$ cat config.mk
export PLATFORM = sky130hd
export DESIGN_NAME = tap_ir_controller
export DESIGN_NICKNAME = d
export VERILOG_FILES = /design/src/rtl/tap_ir_controller_pkg.sv /design/src/rtl/tap_ir_controller_tap_fsm.sv /design/src/rtl/tap_ir_controller.sv
export SDC_FILE = /design/constraint.sdc
export NUM_CORES = 1
export LEC_CHECK = 0
export ABC_CLOCK_PERIOD_IN_PS = 1700
export CAP_MARGIN = 10
export CORE_MARGIN = 8
export CORE_UTILIZATION = 44
export CTS_BUF_LIST = sky130_fd_sc_hd__clkbuf_16
export DETAILED_ROUTE_END_ITERATION = 10
export GPL_TIMING_DRIVEN = 0
export PLACE_DENSITY = 0.72
export SYNTH_ARGS = -nofsm -noshare
export SYNTH_HDL_FRONTEND = slang
export SYNTH_SLANG_ARGS = --single-unit
$ cat constraint.sdc
create_clock -name TCK -period 1.7 [get_ports TCK]
set_clock_uncertainty 0.2 [all_clocks]
set_input_delay 0.51 -clock TCK [delete_from_list [all_inputs] [get_ports TCK]]
set_output_delay 0.51 -clock TCK [all_outputs]
set_load 0.02 [all_outputs]
$ cat src/rtl/tap_ir_controller_pkg.sv
// Shared TAP definitions: state encodings, next-state rule, IR sizing and opcodes
// also used by the downstream IR decoder.
package tap_ir_controller_pkg;

  typedef enum logic [3:0] {
    TLR    = 4'hF,
    RTI    = 4'hC,
    SEL_DR = 4'h7,
    CAP_DR = 4'h6,
    SH_DR  = 4'h2,
    EX1_DR = 4'h1,
    PAU_DR = 4'h3,
    EX2_DR = 4'h0,
    UPD_DR = 4'h5,
    SEL_IR = 4'h4,
    CAP_IR = 4'hE,
    SH_IR  = 4'hA,
    EX1_IR = 4'h9,
    PAU_IR = 4'hB,
    EX2_IR = 4'h8,
    UPD_IR = 4'hD
  } tap_state_t;

  localparam int         IR_WIDTH_DEF   = 4;
  localparam logic [3:0] IR_CAPTURE_DEF = 4'h1;
  localparam logic [3:0] IR_OP_IDCODE   = 4'h7;
  localparam logic [3:0] IR_OP_BYPASS   = 4'hF;

  function automatic tap_state_t tap_next(input tap_state_t s, input logic tms);
    tap_state_t n;
    case (s)
      TLR:     n = tms ? TLR    : RTI;
      RTI:     n = tms ? SEL_DR : RTI;
      SEL_DR:  n = tms ? SEL_IR : CAP_DR;
      CAP_DR:  n = tms ? EX1_DR : SH_DR;
      SH_DR:   n = tms ? EX1_DR : SH_DR;
      EX1_DR:  n = tms ? UPD_DR : PAU_DR;
      PAU_DR:  n = tms ? EX2_DR : PAU_DR;
      EX2_DR:  n = tms ? UPD_DR : SH_DR;
      UPD_DR:  n = tms ? SEL_DR : RTI;
      SEL_IR:  n = tms ? TLR    : CAP_IR;
      CAP_IR:  n = tms ? EX1_IR : SH_IR;
      SH_IR:   n = tms ? EX1_IR : SH_IR;
      EX1_IR:  n = tms ? UPD_IR : PAU_IR;
      PAU_IR:  n = tms ? EX2_IR : PAU_IR;
      EX2_IR:  n = tms ? UPD_IR : SH_IR;
      UPD_IR:  n = tms ? SEL_DR : RTI;
      default: n = TLR;
    endcase
    return n;
  endfunction

  function automatic logic is_ir_state(input tap_state_t s);
    return (s == SEL_IR) || (s == CAP_IR) || (s == SH_IR) || (s == EX1_IR) ||
           (s == PAU_IR) || (s == EX2_IR) || (s == UPD_IR);
  endfunction

endpackage

$ cat src/rtl/tap_ir_controller_tap_fsm.sv
// TAP state machine: TMS sequenced on TCK rise; decodes are flopped from the next state
// so they match the registered state exactly and carry no combinational TMS path.
module tap_fsm
  import tap_ir_controller_pkg::*;
(
  input  logic       tck,
  input  logic       trst,
  input  logic       tms,
  output tap_state_t state,
  output logic       tap_reset,
  output logic       select_ir,
  output logic       capture_dr,
  output logic       shift_dr,
  output logic       update_dr,
  output logic       tdo_enable
);

  tap_state_t state_d, state_q;
  logic tap_reset_d, select_ir_d, capture_dr_d, shift_dr_d, update_dr_d, tdo_enable_d;
  logic tap_reset_q, select_ir_q, capture_dr_q, shift_dr_q, update_dr_q, tdo_enable_q;

  always_comb begin
    state_d      = tap_next(state_q, tms);
    tap_reset_d  = (state_d == TLR);
    select_ir_d  = is_ir_state(state_d);
    capture_dr_d = (state_d == CAP_DR);
    shift_dr_d   = (state_d == SH_DR);
    update_dr_d  = (state_d == UPD_DR);
    tdo_enable_d = (state_d == SH_DR) || (state_d == SH_IR);
  end

  always_ff @(posedge tck or posedge trst) begin
    if (trst) begin
      state_q      <= TLR;
      tap_reset_q  <= 1'b1;
      select_ir_q  <= 1'b0;
      capture_dr_q <= 1'b0;
      shift_dr_q   <= 1'b0;
      update_dr_q  <= 1'b0;
      tdo_enable_q <= 1'b0;
    end else begin
      state_q      <= state_d;
      tap_reset_q  <= tap_reset_d;
      select_ir_q  <= select_ir_d;
      capture_dr_q <= capture_dr_d;
      shift_dr_q   <= shift_dr_d;
      update_dr_q  <= update_dr_d;
      tdo_enable_q <= tdo_enable_d;
    end
  end

  assign state      = state_q;
  assign tap_reset  = tap_reset_q;
  assign select_ir  = select_ir_q;
  assign capture_dr = capture_dr_q;
  assign shift_dr   = shift_dr_q;
  assign update_dr  = update_dr_q;
  assign tdo_enable = tdo_enable_q;

endmodule

$ cat src/rtl/tap_ir_controller.sv
// TAP controller top: tap_fsm plus IR shift/latch registers; LATCH_IR changes one TCK after
// UPD_IR (or TLR). No backpressure: everything advances on every TCK rise.
module tap_ir_controller
  import tap_ir_controller_pkg::*;
#(
  parameter int                  IR_WIDTH   = IR_WIDTH_DEF,
  parameter logic [IR_WIDTH-1:0] IR_CAPTURE = IR_WIDTH'(IR_CAPTURE_DEF),
  parameter logic [IR_WIDTH-1:0] IR_RESET   = IR_WIDTH'(IR_OP_IDCODE)
) (
  input  logic                TCK,
  input  logic                TRST,
  input  logic                TMS,
  input  logic                TDI,
  output logic [IR_WIDTH-1:0] LATCH_IR,
  output logic                IR_TDO,
  output logic                TDO_ENABLE,
  output logic [3:0]          TAP_STATE,
  output logic                TAP_RESET,
  output logic                SELECT_IR,
  output logic                CAPTURE_DR,
  output logic                SHIFT_DR,
  output logic                UPDATE_DR
);

  tap_state_t          state;
  logic [IR_WIDTH-1:0] sr_d, sr_q;
  logic [IR_WIDTH-1:0] latch_ir_d, latch_ir_q;

  tap_fsm u_tap_fsm (
    .tck        (TCK),
    .trst       (TRST),
    .tms        (TMS),
    .state      (state),
    .tap_reset  (TAP_RESET),
    .select_ir  (SELECT_IR),
    .capture_dr (CAPTURE_DR),
    .shift_dr   (SHIFT_DR),
    .update_dr  (UPDATE_DR),
    .tdo_enable (TDO_ENABLE)
  );

  // The exit edge out of SH_IR (TMS=1) still shifts, so the last bit rides on that edge.
  always_comb begin
    sr_d       = sr_q;
    latch_ir_d = latch_ir_q;
    if (state == CAP_IR) begin
      sr_d = IR_CAPTURE;
    end else if (state == SH_IR) begin
      sr_d = {TDI, sr_q[IR_WIDTH-1:1]};
    end
    if (state == UPD_IR) begin
      latch_ir_d = sr_q;
    end else if (state == TLR) begin
      latch_ir_d = IR_RESET;
    end
  end

  always_ff @(posedge TCK or posedge TRST) begin
    if (TRST) begin
      sr_q       <= IR_CAPTURE;
      latch_ir_q <= IR_RESET;
    end else begin
      sr_q       <= sr_d;
      latch_ir_q <= latch_ir_d;
    end
  end

  assign TAP_STATE = state;
  assign LATCH_IR  = latch_ir_q;
  assign IR_TDO    = sr_q[0];

endmodule

==> flow_summary_export.csv, run 1 <==
group,metric,value,unit
run_status,outcome,"finished, violations left",
run_status,violations,"setup timing",
cts,clk_pin_slew,0.05,ns
logic_synthesis,synth-seq-cells,18,
cells_and_area,area_growth,31.00,%
setup_path,cp-end-kind,"primary output",
cts,clock_sinks,18,
cts,cts_tree,"yes",
logic_synthesis,synth_edf_count,0,
logic_synthesis,synthesis.instances,78,
logic_synthesis,syn_area,803.3,um^2
grt,antenna_found_initial,0,
worst_hold_path,min_path_type,"reg2reg",
setup_path,critPathArrivalTime,0.99,ns
route,drcViolationCount,0,
cells_and_area,multi_input_area,291.5,um^2
cts,hold_buffers,0,
cells_and_area,final_cell_mix,"13 x nand2_1, 11 x o21ai_0, 9 x dfstp_2, 9 x dfrtp_1",
setup_path,start_kind,"register",
logic_synthesis,synthFlopType,"dfstp_2",
placed_design,place.gp.congestion,0.8565,
die,rows,15,
route,vias,619,
sta,finalHoldViolations,0,
placed_design,io_buffers,18,
logic_synthesis,async_flop_share,1.000,
logic_synthesis,yosysSeqAreaShare,0.5748,
cells_and_area,final_common_cell,"nand2_1",
route,vias_per_cell,4.952,
cts,numCtsBuffers,3,
cells_and_area,drive_gt1_frac,0.2900,
power_and_ir_drop,ir_drop,1.061,mV
logic_synthesis,yosys_warnings,0,
sta,slew_violations,0,
placed_design,hpwl,1126,um
grt,grt_start_max_net_pins,19,
die,die_area,3449,um^2
cells_and_area,n_antenna_cell,0,
power_and_ir_drop,power.density,2087,nW/um^2
grt,grt_util_all_layers,0.1098,
grt,grt_pass1_wl,2939,um
route,ant_nets,0,
placed_design,dp_cells,121,
cells_and_area,stdcell_area,1052,um^2
die,die_w,58.73,um
setup_path,critPathBufInv,1,
cts,cts_max_level,1,
cts,clk_path_buf_depth,2,
route,avgRoutedWirePerCell,13.33,um
die,die_h,58.73,um
setup_path,path_max_fanout,6,
logic_synthesis,yosys.area.top_type,"dfstp_2",
sta,setup_slack,-0.003441,ns
cells_and_area,nNetsFinal,105,
setup_path,cp.required,0.99,ns
power_and_ir_drop,power,2.196,mW
die,start_util,0.4652,
cts,worstSkewPairLatency,0.24,ns
logic_synthesis,synth_top_area_frac,0.2944,
setup_path,cp_slowest_cell,"dfstp_2",
route,detailedRoute.firstPassIterationCount,4,
logic_synthesis,synth_fp_nets,82,
sta,post-route-period-util,1.002,
job,maxCapViolations,0,
logic_synthesis,synthTopCellsByArea,"dfstp_2 29%, dfrtp_1 28%, o21ai_0 6.9%",
setup_path,cp_cell_sequence,"buf_6",
cells_and_area,nFillCells,153,
setup_path,worst-setup-path-type,"reg2out",
sta,worst_pin_slew,0.6252,ns
sta,slew_headroom,0.5827,
logic_synthesis,synth_cell_types,25,
cts,cts-root-buf,"clkbuf_16",
die,io_pins,19,
placed_design,place_area,1015,um^2
grt,grt_pass1_vias,645,
setup_path,crit_family,"flip-flops",
sta,max_freq,587.0,MHz
sta,rsz0062_at_grt,"yes",
setup_path,crit_path_max_incr_delay,0.61,ns
sta,setup_tns,-0.003441,ns
route,drt-total-wl,1666,um
power_and_ir_drop,p_leak,0.4953,nW
grt,overflow,0,
cells_and_area,instances_no_fill,125,
sta,setup_viol,1,
die,core-area,1727,um^2
cells_and_area,seqCellArea,461.7,um^2
sta,finalWorstPathRequiredPeriod,1.703,ns
logic_synthesis,avgSynthCellArea,10.30,um^2
route,first_iter_violations,19,
-- cell families after synthesis --
logic type      count (synthesis)  synth area share
simple gates                   34            0.2305
flops                          18            0.5748
compound gates                 18            0.1324
buf+inv                         8           0.06230
-- cell type report --
type	count	share of cell area
repair buffers	18	0.1320
flip-flops and latches	18	0.4388
multi-input cells	52	0.2771
clock inverters	1	0.003567
well taps	25	0.02973
inverters	3	0.01070
plain buffers	5	0.03686
clock buffers	3	0.07134
-- layer usage --
| metal | GRT usage | vias to the layer above | part of all wire | routed length [um] |
|---|---|---|---|---|
| met3 | 0.02609 | 2 | 0.057 | 95 |
| met1 | 0.1297 | 286 | 0.44 | 732 |
| met5 | 0 | - | 0 | 0 |
| met4 | 0.07167 | 0 | 0.016 | 27 |
| met2 | 0.1729 | 15 | 0.49 | 811 |
| li1 | - | 316 | - | - |
-- metrics by stage --
stage / hold WS, ns / setup WS [ns] / util
after floorplan: 0.2420 / 0.2391 / -
after global placement: 0.2628 / -0.2225 / 0.5877
after detailed placement: 0.2721 / -0.2223 / 0.5877
after CTS: 0.2785 / -0.005487 / 0.6065
after global routing: 0.3201 / -0.02371 / 0.6094
final: 0.2745 / -0.003441 / 0.6094
-- where the power goes --
part           internal (mW)  total [mW]  leakage [nW]  switching [mW]
registers              0.662       0.770         0.215           0.108
clock network          0.312       0.462        0.0385           0.149
logic                  0.383       0.964         0.241           0.581
total                   1.36        2.20         0.495           0.839
-- Yosys cell counts, types with 2 or more instances --
cell type / n
o211ai_1: 2
nor3_1: 3
dfstp_2: 9
nand2b_1: 2
inv_1: 3
dfrtp_1: 9
nor2_1: 7
nand2_1: 13
nand3_1: 2
buf_4: 3
o21ai_0: 11
-- what timing repair did --
action | in CTS | in global routing
endpoints found under the setup margin | 15 | 3
setup buffers | 0 | 0
resized for setup | 44 | 2
cloned | 0 | 0
-- worst min-delay path: stages, from the launching register on --
cell and delay, ns:
dfstp_2 0.36, nand2_1 0.04, o21ai_0 0.07
-- final timing paths --
path,to,slack (ns),depth (start not counted),from
worst max-delay path,TAP_STATE[1],-0.003,1,u_tap_fsm.state[1]$_DFF_PP1_
worst min-delay path,LATCH_IR[0]$_DFFE_PP1P_,0.27,2,LATCH_IR[0]$_DFFE_PP1P_
worst max register to register,sr_q[1]$_DFFE_PP0N_,0.15,4,u_tap_fsm.state[3]$_DFF_PP1_
worst min register to register,LATCH_IR[0]$_DFFE_PP1P_,0.27,2,LATCH_IR[0]$_DFFE_PP1P_
max in group asynchronous,u_tap_fsm.capture_dr$_DFF_PP0_,0.44,2,TRST
min in group asynchronous,sr_q[1]$_DFFE_PP0N_,0.46,2,TRST
Note: power is estimated with default switching activity, not from simulation.
==> inputs of run 2 (changes only) <==
CORE_UTILIZATION = 47   (was 44)
MAX_ROUTING_LAYER = met4   (was not set)
PLACE_DENSITY = 0.76   (was 0.72)
==> run 2 against run 1 <==
Effect of this change: the run now ends clean; final area shrank 0.48%; maximum frequency rose by 1.7%; utilization rose by 1.8 points; critical path type unchanged.
==> flow_summary_export.csv, run 2 (synthesized netlist as in run 1, its figures left out) <==
group,metric,value,unit
route,vias,622,
setup_path,start_kind,"register",
power_and_ir_drop,ir_drop,1.028,mV
sta,worst_pin_slew,0.6475,ns
die,core-area,1670,um^2
route,ant_nets,0,
placed_design,place.gp.congestion,0.8826,
route,first_iter_violations,22,
cells_and_area,n_antenna_cell,0,
worst_hold_path,min-delay-start,"LATCH_IR[3]$_DFFE_PP0P_",
setup_path,worstRegToRegCells,4,
setup_path,startpoint,"u_tap_fsm.state[3]$_DFF_PP1_",
cts,clock_sinks,18,
route,vias_per_cell,5.271,
cts,hold_buffers,0,
worst_hold_path,worstHoldEndpoint,"LATCH_IR[3]$_DFFE_PP0P_",
cts,clk_path_buf_depth,2,
cells_and_area,drive_gt1_frac,0.2970,
grt,grt_pass1_wl,2849,um
grt,use_met2,0.1559,
setup_path,r2r-start,"u_tap_fsm.state[2]$_DFF_PP1_",
setup_path,cp.required,0.99,ns
die,die_area,3288,um^2
grt,grtUsageMet1,0.1489,
sta,rsz0062_at_grt,"no",
grt,grt_pass1_vias,571,
sta,finalWorstPathRequiredPeriod,1.675,ns
setup_path,r2r_end,"u_tap_fsm.select_ir$_DFF_PP0_",
route,avgRoutedWirePerCell,13.72,um
placed_design,dp_cells,113,
cts,numCtsBuffers,3,
grt,grt_busiest_layer,"met2",
sta,max_freq,597.0,MHz
grt,grt_start_max_net_pins,19,
cts,cts-root-buf,"clkbuf_16",
die,die_w,57.34,um
setup_path,rrSetupSlack,0.19,ns
route,detailedRoute.firstPassIterationCount,4,
setup_path,cp-end-kind,"primary output",
sta,slew_headroom,0.5679,
job,maxCapViolations,0,
sta,setup_viol,0,
cells_and_area,final_common_cell,"nand2_1",
run_status,outcome,"completed",
placed_design,io_buffers,18,
cells_and_area,nFillCells,140,
setup_path,critPathArrivalTime,0.96,ns
setup_path,crit_family,"flip-flops",
sta,setup_tns,0,ns
sta,fin_hold_ws,0.2766,ns
die,rows,15,
grt,antenna_found_initial,0,
die,start_util,0.4809,
sta,slew_violations,0,
setup_path,cp_cell_sequence,"buf_2",
cells_and_area,final_cell_mix,"13 x nand2_1, 11 x o21ai_0, 9 x dfstp_2, 9 x dfrtp_1, 8 x buf_2",
placed_design,hpwl,1166,um
setup_path,worst-setup-path-type,"reg2out",
route,drcViolationCount,0,
worst_hold_path,min_path_type,"reg2reg",
cells_and_area,nNetsFinal,106,
cts,cts_max_level,1,
die,io_pins,19,
cts,cts_tree,"yes",
sta,post-route-period-util,0.9852,
cells_and_area,multi_input_area,291.5,um^2
cts,worstSkewPairLatency,0.25,ns
cts,clk_pin_slew,0.05,ns
setup_path,crit_path_max_incr_delay,0.55,ns
die,die_h,57.34,um
grt,overflow,0,
cells_and_area,area_growth,30.37,%
cells_and_area,instances_no_fill,118,
grt,globalRouteMet3Util,0.02018,
power_and_ir_drop,power.density,2103,nW/um^2
power_and_ir_drop,power,2.203,mW
cells_and_area,seqCellArea,461.7,um^2
sta,finalHoldViolations,0,
route,drt-total-wl,1619,um
grt,grt_util_all_layers,0.1152,
setup_path,cp_slowest_cell,"dfstp_2",
worst_hold_path,hold_depth,2,
power_and_ir_drop,p_leak,0.4989,nW
setup_path,path_max_fanout,5,
setup_path,critPathBufInv,1,
## run 2: cell type report
type	instances	area share
Multi-Input combinational cell	52	0.2784
Buffer	5	0.03704
Clock inverter	1	0.003584
Tap cell	17	0.02031
Clock buffer	3	0.07168
Sequential cell	18	0.4409
Inverter	3	0.01075
Timing Repair Buffer	19	0.1374
## run 2: worst reg2reg max path, stage by stage, from the launching register on
cell,delay (ns)
dfstp_2,0.53
buf_6,0.13
nor2b_4,0.21
nor4b_4,0.22
a221o_1,0.15
## run 2: how the worst max path moves through the flow
stage / slack (ns) / to / cells past startpoint
floorplan: 0.24 / u_tap_fsm.select_ir$_DFF_PP0_ / 3
global placement: -0.21 / TAP_STATE[1] / 1
detailed placement: -0.21 / TAP_STATE[1] / 1
CTS: 0.005 / TAP_STATE[1] / 1
global route: 0.0006 / TAP_STATE[3] / 1
finish: 0.03 / TAP_STATE[3] / 1
## run 2: repair_timing
action / in CTS / in global routing
setup buffers: 0 / 1
gates resized for setup: 44 / 1
endpoints found under the hold margin: 0 / 0
setup endpoints to repair: 15 / 2
## run 2: layer usage
metal  routed length, um  share of wire
met3                 111          0.069
met2                 724           0.45
met4                  57          0.035
met5                   0              0
met1                 725           0.45
## run 2: through the flow
| step | area, um^2 | worst slack (ns) | utilization |
|---|---|---|---|
| 2_1_floorplan | 803.3 | 0.2391 | - |
| 3_3_place_gp | 1005 | -0.2095 | 0.6015 |
| 3_5_place_dp | 1005 | -0.2072 | 0.6015 |
| 4_1_cts | 1037 | 0.004590 | 0.6210 |
| 5_1_grt | 1047 | 0.0005794 | 0.6270 |
| 6_report | 1047 | 0.02508 | 0.6270 |
## run 2: power breakdown
part           total (mW)  internal, mW  switching (mW)
sequential          0.764         0.662           0.102
combinational       0.979         0.392           0.587
clock               0.460         0.312           0.148
total                2.20          1.37           0.837
